--- config.mk ---
export PLATFORM = sky130hd
export DESIGN_NAME = incenter_stream_tx
export DESIGN_NICKNAME = d
export VERILOG_FILES = /design/src/rtl/incenter_stream_tx_pkg.sv /design/src/rtl/incenter_rec_fifo.sv /design/src/rtl/incenter_stream_tx.sv
export SDC_FILE = /design/constraint.sdc
export NUM_CORES = 1
export LEC_CHECK = 0
export BUFFER_PORTS_ARGS = -buffer_cell sky130_fd_sc_hd__buf_4
export CAP_MARGIN = 10
export CORE_UTILIZATION = 58
export CTS_CLUSTER_DIAMETER = 120
export DETAILED_ROUTE_END_ITERATION = 16
export PLACE_DENSITY_LB_ADDON = 0.3
export SYNTH_ARGS = -nofsm -noshare
export SYNTH_HDL_FRONTEND = slang
export SYNTH_SLANG_ARGS = --single-unit
--- constraint.sdc ---
create_clock -name CLK -period 15.8 [get_ports CLK]
set_clock_uncertainty 0.15 [all_clocks]
set_input_delay 0.79 -clock CLK [delete_from_list [all_inputs] [get_ports CLK]]
set_output_delay 0.79 -clock CLK [all_outputs]
set_load 0.02 [all_outputs]
--- src/rtl/incenter_stream_tx_pkg.sv ---
// Shared constants and FSM encoding for the incenter input-stream transmitter.
package incenter_stream_tx_pkg;

  localparam int DATA_W = 17;
  localparam int WORDS  = 9;
  localparam int IDX_W  = $clog2(WORDS);

  typedef enum logic [1:0] {
    ST_IDLE = 2'd0,
    ST_SEND = 2'd1,
    ST_GAP  = 2'd2
  } state_t;

endpackage

--- src/rtl/incenter_rec_fifo.sv ---
// Two-entry record buffer; exposes the head and the entry behind it so the
// sender can start the next record on the same edge that retires the head.
module incenter_rec_fifo #(
  parameter int W = 153
) (
  input  logic         CLK,
  input  logic         RESET,
  input  logic         push,
  input  logic [W-1:0] push_data,
  input  logic         pop,
  output logic [W-1:0] head,
  output logic [W-1:0] next_head,
  output logic [1:0]   count
);

  logic [W-1:0] mem [2];
  logic         wr_ptr, rd_ptr;
  logic         do_push, do_pop;

  assign do_push = push && (count != 2'd2);
  assign do_pop  = pop && (count != 2'd0);

  always_ff @(posedge CLK) begin
    if (RESET) begin
      wr_ptr <= 1'b0;
      rd_ptr <= 1'b0;
      count  <= 2'd0;
    end else begin
      if (do_push) begin
        mem[wr_ptr] <= push_data;
        wr_ptr      <= ~wr_ptr;
      end
      if (do_pop) rd_ptr <= ~rd_ptr;
      count <= count + {1'b0, do_push} - {1'b0, do_pop};
    end
  end

  assign head      = mem[rd_ptr];
  assign next_head = mem[~rd_ptr];

endmodule

--- src/rtl/incenter_stream_tx.sv ---
// Serializes buffered triangle records into nine-word bursts for the incenter
// core's IN_DATA/IN_VALID stream, with an optional idle gap between records.
module incenter_stream_tx
  import incenter_stream_tx_pkg::*;
#(
  parameter int DATA_W = incenter_stream_tx_pkg::DATA_W,
  parameter int WORDS  = incenter_stream_tx_pkg::WORDS,
  parameter int GAP    = 0
) (
  input  logic                    CLK,
  input  logic                    RESET,
  input  logic                    REC_VALID,
  output logic                    REC_READY,
  input  logic [WORDS*DATA_W-1:0] REC_DATA,
  output logic [DATA_W-1:0]       TX_DATA,
  output logic                    TX_VALID,
  output logic                    TX_LAST,
  output logic [7:0]              REC_SENT,
  output logic                    BUSY
);

  localparam int                GAP_M1   = (GAP > 0) ? GAP - 1 : 0;
  localparam logic [IDX_W-1:0]  LAST_IDX = IDX_W'(WORDS - 1);

  state_t                  state, nxt_state;
  logic [IDX_W-1:0]        idx, nxt_idx, idx_p1;
  logic [3:0]              gap_cnt, nxt_gap;
  logic [WORDS*DATA_W-1:0] head, next_head;
  logic [1:0]              count, count_nxt;
  logic                    push, pop;
  logic [DATA_W-1:0]       nxt_data;
  logic                    nxt_valid, nxt_last;
  logic [DATA_W-1:0]       head_w [WORDS];
  logic [DATA_W-1:0]       nh_w   [WORDS];

  // Ready looks only at the registered count: a slot freed this edge is not reusable until next cycle.
  assign REC_READY = (count < 2'd2);
  assign push      = REC_VALID && REC_READY;
  assign count_nxt = count + {1'b0, push} - {1'b0, pop};
  assign idx_p1    = idx + 1'b1;

  incenter_rec_fifo #(.W(WORDS*DATA_W)) u_fifo (
    .CLK       (CLK),
    .RESET     (RESET),
    .push      (push),
    .push_data (REC_DATA),
    .pop       (pop),
    .head      (head),
    .next_head (next_head),
    .count     (count)
  );

  for (genvar k = 0; k < WORDS; k++) begin : g_word
    assign head_w[k] = head[k*DATA_W +: DATA_W];
    assign nh_w[k]   = next_head[k*DATA_W +: DATA_W];
  end

  // Next-cycle outputs are decided here and registered below; idx names the word on TX_DATA.
  always_comb begin
    nxt_state = state;
    nxt_idx   = idx;
    nxt_gap   = gap_cnt;
    nxt_data  = '0;
    nxt_valid = 1'b0;
    nxt_last  = 1'b0;
    pop       = 1'b0;
    case (state)
      ST_IDLE: begin
        if (count != 2'd0) begin
          nxt_state = ST_SEND;
          nxt_idx   = '0;
          nxt_valid = 1'b1;
          nxt_data  = head_w[0];
        end
      end
      ST_SEND: begin
        if (idx == LAST_IDX) begin
          pop = 1'b1;
          if (GAP > 0) begin
            nxt_state = ST_GAP;
            nxt_gap   = 4'(GAP_M1);
          end else if (count == 2'd2) begin
            // Second record already buffered: start it with no bubble.
            nxt_state = ST_SEND;
            nxt_idx   = '0;
            nxt_valid = 1'b1;
            nxt_data  = nh_w[0];
          end else begin
            nxt_state = ST_IDLE;
          end
        end else begin
          nxt_idx   = idx_p1;
          nxt_valid = 1'b1;
          nxt_data  = head_w[idx_p1];
          nxt_last  = (idx_p1 == LAST_IDX);
        end
      end
      ST_GAP: begin
        if (gap_cnt == 4'd0) begin
          if (count != 2'd0) begin
            nxt_state = ST_SEND;
            nxt_idx   = '0;
            nxt_valid = 1'b1;
            nxt_data  = head_w[0];
          end else begin
            nxt_state = ST_IDLE;
          end
        end else begin
          nxt_gap = gap_cnt - 4'd1;
        end
      end
      default: nxt_state = ST_IDLE;
    endcase
  end

  always_ff @(posedge CLK) begin
    if (RESET) begin
      state    <= ST_IDLE;
      idx      <= '0;
      gap_cnt  <= 4'd0;
      TX_DATA  <= '0;
      TX_VALID <= 1'b0;
      TX_LAST  <= 1'b0;
      REC_SENT <= 8'd0;
      BUSY     <= 1'b0;
    end else begin
      state    <= nxt_state;
      idx      <= nxt_idx;
      gap_cnt  <= nxt_gap;
      TX_DATA  <= nxt_data;
      TX_VALID <= nxt_valid;
      TX_LAST  <= nxt_last;
      if (pop) REC_SENT <= REC_SENT + 8'd1;
      BUSY     <= (count_nxt != 2'd0) || (nxt_state != ST_IDLE);
    end
  end

endmodule
==> impl_metrics.ini, run 1 <==
[worst_setup_path]
crit_buf_inv = 2
crit_arrival_ns = 3.27
cp.required_ns = 15.77
critPathCaptureType = flip-flop
worstSetupPathType = flip-flop to flip-flop
cpPeakStageDelay_ns = 0.94
cp-start-kind = flip-flop
cpMostUsedCell = buf_4
crit_chain = nor2b_1, nor3b_2, buf_4, buf_4
cp_top_family = buffers and inverters
slowest_stage = buf_4
cp_max_fo = 78

[run_status]
status = completed

[clock_tree]
clk_pin_slew_ns = 0.06
post_cts_buffers = 0
cts_max_path_buffers = 3
cts_root_buf = clkbuf_16
cts_buffers = 36
postCtsHoldBufs = 0
h-tree-depth = 2
clock_sinks = 349
cts_resized = 0
clock_latency_ns = 0.51
cts_tree = done

[detailed_routing]
wl_um = 29500
drc = 0
firstDrtPassIters = 7
avgViaCountPerCell = 5.91
vias = 7978
wl_per_cell_um = 21.9
drt_iter0_drc = 659
drtAntennaViolNets = 0

[logic_synthesis]
syn_avg_cell_area_um2 = 17.6
ys_seq_elements = 349
synthArstFlopShare_pct = 0
netlist_area_um2 = 14400
ys.flop_type = edfxtp_1
ys_seq_area_share_pct = 70.0
synthDistinctLibCells = 59
synthesis.instances = 817
synth_top_cell_by_area = edfxtp_1
synth_area_leaders = edfxtp_1 64%, dfxtp_1 6.0%, mux4_2 4.9%
synth.most_common_cell = edfxtp_1
yosys-top-cells-count = 306 x edfxtp_1, 68 x mux2i_1, 57 x mux2_2
synth.net_count = 982
yosys_warnings = 0
synth_edf_count = 306
synth.top_cell.area_share_pct = 64.0

[cells_and_area]
fin_cells = 1350
seq_area_um2 = 10100
multi_input_area_um2 = 3920
areaGrowthSynthToFinish_pct = 19.6
final_area_um2 = 17200
n_fill_cell = 1592
n_antenna_cell = 0
fin_nets = 1165
final_util_pct = 70.6
drive_gt1_share_pct = 34.5

[floorplanning]
die_x_um = 159
num_rows = 57
initial_core_util_pct = 59.0
die_y_um = 159
fp.dieArea_um2 = 25400
fp.coreArea_um2 = 24300
boundaryPins = 185

[global_routing]
grt_antenna_before_repair = 0
grt_pass1_vias = 8156
grtUsageTotal_pct = 23.6
grt_max_degree = 83
gr-total-overflow = 0
grt_pass1_wl_um = 45000

[min_path]
hp-class = primary input to flip-flop

[timing]
hold_ws_ns = 0.314
hold_viol = 0
setup_viol = 0
post-route-min-period_ns = 3.31
relSlewSlack_pct = 23.5
slew_violations = 0
fin_setup_tns_ns = 0
max_freq_ghz = 0.303
setup_ws_ns = 12.50
fin_crit_sh_pct = 20.9
rsz0062_at_grt = no
tightest_slew_ns = 1.15

[place]
dp_slack_ns = 12.03
port_buffers = 184
post-place-cells = 1286
post_dp_cell_area_um2 = 15900
globalplace.congestion = 0.788
dp_hpwl_um = 18900

[power]
power_leakage_nw = 5.78
vdd_ir_drop_max_mv = 0.0933
fin_total_pwr_mw = 2.20
power.density_nw_per_um2 = 128

[run]
drv_cap = 0
==> placed cells by master (no fill, tap or decap), types with 2 or more instances in the layout <==
cell | netlist | final
buf_4 | 9 | 197
xnor2_1 | 15 | 15
a22oi_1 | 51 | 51
o41ai_4 | 2 | 2
nand3_1 | 37 | 37
edfxtp_1 | 306 | 306
clkbuf_1 | 9 | 8
xor2_1 | 2 | 2
mux2_2 | 57 | 57
and2_1 | 2 | 2
nor3_1 | 3 | 3
bufinv_16 | 0 | 8
inv_1 | 13 | 13
clkinv_2 | 0 | 4
nor3b_2 | 1 | 2
nand2b_1 | 2 | 2
nor2_1 | 15 | 15
nand4_1 | 19 | 19
clkbuf_16 | 0 | 37
mux2i_1 | 68 | 68
ha_1 | 9 | 8
o21ba_1 | 2 | 2
nand2_1 | 8 | 8
clkinv_1 | 0 | 5
a21oi_1 | 6 | 6
or3_1 | 3 | 3
o21ai_1 | 2 | 2
nor4_1 | 4 | 4
nor3_4 | 1 | 2
mux4_1 | 3 | 3
nor2b_1 | 5 | 5
and3b_1 | 3 | 2
o2111ai_1 | 17 | 17
mux4_2 | 31 | 31
dfxtp_1 | 43 | 42
mux2_1 | 11 | 11
inv_2 | 2 | 2
==> flip-flops by register name, summed over array words and instances (netlist names), named ones only <==
signal	count
idx	4
u_fifo.rd_ptr	1
state	2
u_fifo.count	2
TX_VALID	1
REC_SENT	8
BUSY	1
gap_cnt	4
TX_LAST	1
TX_DATA	17
u_fifo.mem	306
u_fifo.wr_ptr	1
==> path summary, 6_finish.rpt <==
path,from,endpoint,slack (ns),cells past startpoint
worst max-delay path,u_fifo.count[1]$_SDFF_PP0_,u_fifo.mem[0][111]$_DFFE_PP_,12.50,4
worst min-delay path,REC_DATA[119],u_fifo.mem[0][119]$_DFFE_PP_,0.31,1
worst max register to register,u_fifo.count[1]$_SDFF_PP0_,u_fifo.mem[0][111]$_DFFE_PP_,12.50,4
worst min register to register,REC_SENT[7]$_SDFFE_PP0P_,REC_SENT[7]$_SDFFE_PP0P_,0.35,2
==> per-layer routing <==
layer	GRT usage [%]	vias up	wire, um
li1	-	3654	-
met1	30.7	4009	11700
met2	40.9	273	15500
met3	4.17	42	1830
met4	6.42	0	521
met5	0	-	0
==> worst register-to-register path, cell delays in order, from the launching register on <==
cell and delay [ns]:
dfxtp_1 0.37, nor2b_1 0.28, nor3b_2 0.22, buf_4 0.81
buf_4 1.05
==> cell families after synthesis <==
logic type      after synthesis  synth area share [%]
compound gates               91                  5.20
flops                       349                  70.0
buf+inv                      67                  2.77
xor+xnor                     17                  1.04
simple gates                114                  4.71
mux                         170                  15.5
fa+ha+maj                     9                 0.785
==> where the power goes <==
part | total (mW) | leakage, nW | switching (mW) | internal (mW)
combinational | 0.225 | 2.01 | 0.128 | 0.0970
sequential | 1.08 | 3.16 | 0.0176 | 1.06
clock | 0.894 | 0.612 | 0.333 | 0.561
==> area by class of cell <==
| cell class | instances | share of cell area, % |
|---|---|---|
| well taps | 324 | 2.36 |
| inverters | 15 | 0.328 |
| clock inverters | 19 | 1.74 |
| multi-input cells | 401 | 22.8 |
| flip-flops and latches | 349 | 58.5 |
| repair buffers | 197 | 8.61 |
| clock buffers | 45 | 5.57 |
No activity file was read; power rests on OpenSTA's default activity.
==> run 2, diff against run 1 <==
--- a/config.mk
+++ b/config.mk
@@ -5,9 +5,10 @@
 export SDC_FILE = /design/constraint.sdc
 export NUM_CORES = 1
 export LEC_CHECK = 0
+export ABC_AREA = 1
 export BUFFER_PORTS_ARGS = -buffer_cell sky130_fd_sc_hd__buf_4
 export CAP_MARGIN = 10
-export CORE_UTILIZATION = 58
+export CORE_UTILIZATION = 52
 export CTS_CLUSTER_DIAMETER = 120
 export DETAILED_ROUTE_END_ITERATION = 16
 export PLACE_DENSITY_LB_ADDON = 0.3
==> constraint.sdc (replaced) <==
create_clock -name CLK -period 3.04 [get_ports CLK]
set_clock_uncertainty 0.15 [all_clocks]
set_input_delay 0.152 -clock CLK [delete_from_list [all_inputs] [get_ports CLK]]
set_output_delay 0.152 -clock CLK [all_outputs]
set_load 0.02 [all_outputs]
==> run 2 against run 1 <==
Synthesized cell count grew 74%. Cell area grew 13%. Setup slack got worse by 12 ns. Synthesized area grew 3.2%.
==> impl_metrics.ini, run 2 <==
[global_routing]
grt_pass1_wl_um = 59700
grt_pass1_vias = 11200
grtUsageTotal_pct = 27.4
grt_antenna_before_repair = 2
gr-total-overflow = 0
grt_max_degree = 154

[timing]
post-route-min-period_ns = 2.47
rsz0062_at_grt = no
relSlewSlack_pct = 41.0
hold_ws_ns = 0.202
hold_viol = 0
fin_setup_tns_ns = 0
setup_ws_ns = 0.573
slew_violations = 0
max_freq_ghz = 0.405
tightest_slew_ns = 0.882
setup_viol = 0
fin_crit_sh_pct = 81.2

[clock_tree]
clock_sinks = 349
cts_buffers = 37
clk_pin_slew_ns = 0.06
cts_resized = 0
cts_root_buf = clkbuf_16
post_cts_buffers = 0
cts_max_path_buffers = 3
h-tree-depth = 2
clock_latency_ns = 0.51
cts_tree = done

[detailed_routing]
drtAntennaViolNets = 0
wl_um = 39600
firstDrtPassIters = 5
vias = 11400
drt_iter0_drc = 1217
wl_per_cell_um = 18.3
avgViaCountPerCell = 5.25
drc = 0

[worst_setup_path]
cp_top_family = simple AND/OR/NAND/NOR gates
worstSetupPathType = flip-flop to flip-flop
critPathCaptureType = flip-flop
cp_max_fo = 19
cp-start-kind = flip-flop
cp.required_ns = 3.34
cpPeakStageDelay_ns = 0.58
slowest_stage = xnor2_4
crit_buf_inv = 1
crit_arrival_ns = 2.77
crit_chain = ha_1, xnor2_4, inv_2, nand3_1, nand3_1, nand2_1, nand2_1, a21oi_2

[power]
p_sw_mw = 2.68
fin_total_pwr_mw = 11.3
power.density_nw_per_um2 = 583
switching_share_pct = 23.7
seq_power_share_pct = 48.7
pwr-share-comb_pct = 12.1
power_leakage_nw = 8.07
p_int_mw = 8.64
pwr-share-clk_pct = 39.1
vdd_ir_drop_max_mv = 0.600

[floorplanning]
die_y_um = 171
fp.coreArea_um2 = 27900
num_rows = 61
boundaryPins = 185
die_x_um = 171
initial_core_util_pct = 53.0
fp.dieArea_um2 = 29200

[cells_and_area]
final_area_um2 = 19400
final_cell_mix = 531 x nand2_1, 306 x edfxtp_1, 199 x buf_4, 169 x nand3_1, 155 x dlygate4sd3_1
fin_nets = 1925
drive_gt1_share_pct = 16.2
areaGrowthSynthToFinish_pct = 31.1
n_fill_cell = 2014
final_common_cell = nand2_1
reg_top3 = u_fifo.mem x306, TX_DATA x17, REC_SENT x8
largest_register_ffs = 306
regMostFlops = u_fifo.mem

[place]
globalplace.congestion = 0.885
port_buffers = 184
dp_hpwl_um = 23700
dp_slack_ns = 0.643
post_dp_cell_area_um2 = 16700

[logic_synthesis]
synth.most_common_cell = nand2_1
ys_seq_area_share_pct = 67.8
synth_top_cell_by_area = edfxtp_1
synth.top_cell.area_share_pct = 62.0
netlist_area_um2 = 14800
syn_avg_cell_area_um2 = 10.4
synthDistinctLibCells = 36
yosys-top-cells-count = 533 x nand2_1, 306 x edfxtp_1, 169 x nand3_1
synthesis.instances = 1423
synth_edf_count = 306
synth.net_count = 1588
ys.flop_type = edfxtp_1
yosys_warnings = 0
synth_area_leaders = edfxtp_1 62%, nand2_1 14%, dfxtp_1 5.8%
synthArstFlopShare_pct = 0
ys_seq_elements = 349

[run]
drv_cap = 0

[min_path]
hp-class = primary input to flip-flop

[run_status]
status = completed
==> run 2: layout make-up <==
type	count	area (um2)	share of cell area (%)
sequential	349	10100	51.8
multi-input combinational	861	3920	20.2
timing repair buffer	363	3230	16.6
clock buffer	51	1030	5.31
inverter	148	563	2.90
tap	378	473	2.44
clock inverter	14	146	0.754
antenna	1	2.50	0.0129
==> run 2: per-stage QoR <==
| stage | utilization, % | cells |
|---|---|---|
| 2_1_floorplan | - | 1423 |
| 3_3_place_gp | 59.7 | 1944 |
| 3_5_place_dp | 59.7 | 1944 |
| 4_1_cts | 69.5 | 2164 |
| 5_1_grt | 69.5 | 2165 |
| 6_report | 69.5 | 2165 |
==> run 2: final timing paths <==
kind / slack [ns] / depth (start not counted) / endpoint / startpoint
setup / recovery: 0.57 / 8 / TX_DATA[15]$_SDFF_PP0_ / idx[1]$_SDFFE_PP0P_
hold / removal: 0.20 / 2 / u_fifo.mem[0][132]$_DFFE_PP_ / REC_DATA[132]
setup reg to reg: 0.57 / 8 / TX_DATA[15]$_SDFF_PP0_ / idx[1]$_SDFFE_PP0P_
hold reg to reg: 0.31 / 1 / REC_SENT[7]$_SDFFE_PP0P_ / REC_SENT[7]$_SDFFE_PP0P_
==> run 2: logic make-up after synthesis <==
group                    synth area share, %
AO/OA/AOI/OAI                           3.22
buffers and inverters                   5.91
multiplexers                            1.01
flip-flops                              67.8
AND/OR/NAND/NOR                         20.7
adder cells (fa/ha/maj)                0.760
XOR/XNOR                               0.549
==> run 2: repair_timing <==
action,in CTS,in global routing
hold buffers,155,0
setup endpoints to repair,0,0
hold endpoints to repair,334,0
==> run 2: power by group through the flow <==
stage               Clock [mW]  Combinational, mW  Sequential [mW]
floorplan                    0              0.636             5.65
global placement             0               1.17             5.61
detailed placement           0               1.19             5.62
CTS                       4.44               1.36             5.52
global route              4.65               1.50             5.53
finish                    4.43               1.37             5.52
==> run 2: layer usage <==
| metal | vias to the layer above | GRT usage, % | part of all wire [%] |
|---|---|---|---|
| met2 | 486 | 47.7 | 50 |
| met5 | - | 0 | 0 |
| met1 | 5420 | 33.8 | 39 |
| met3 | 71 | 5.94 | 8.3 |
| met4 | 0 | 9.01 | 2.6 |
| li1 | 5383 | - | - |
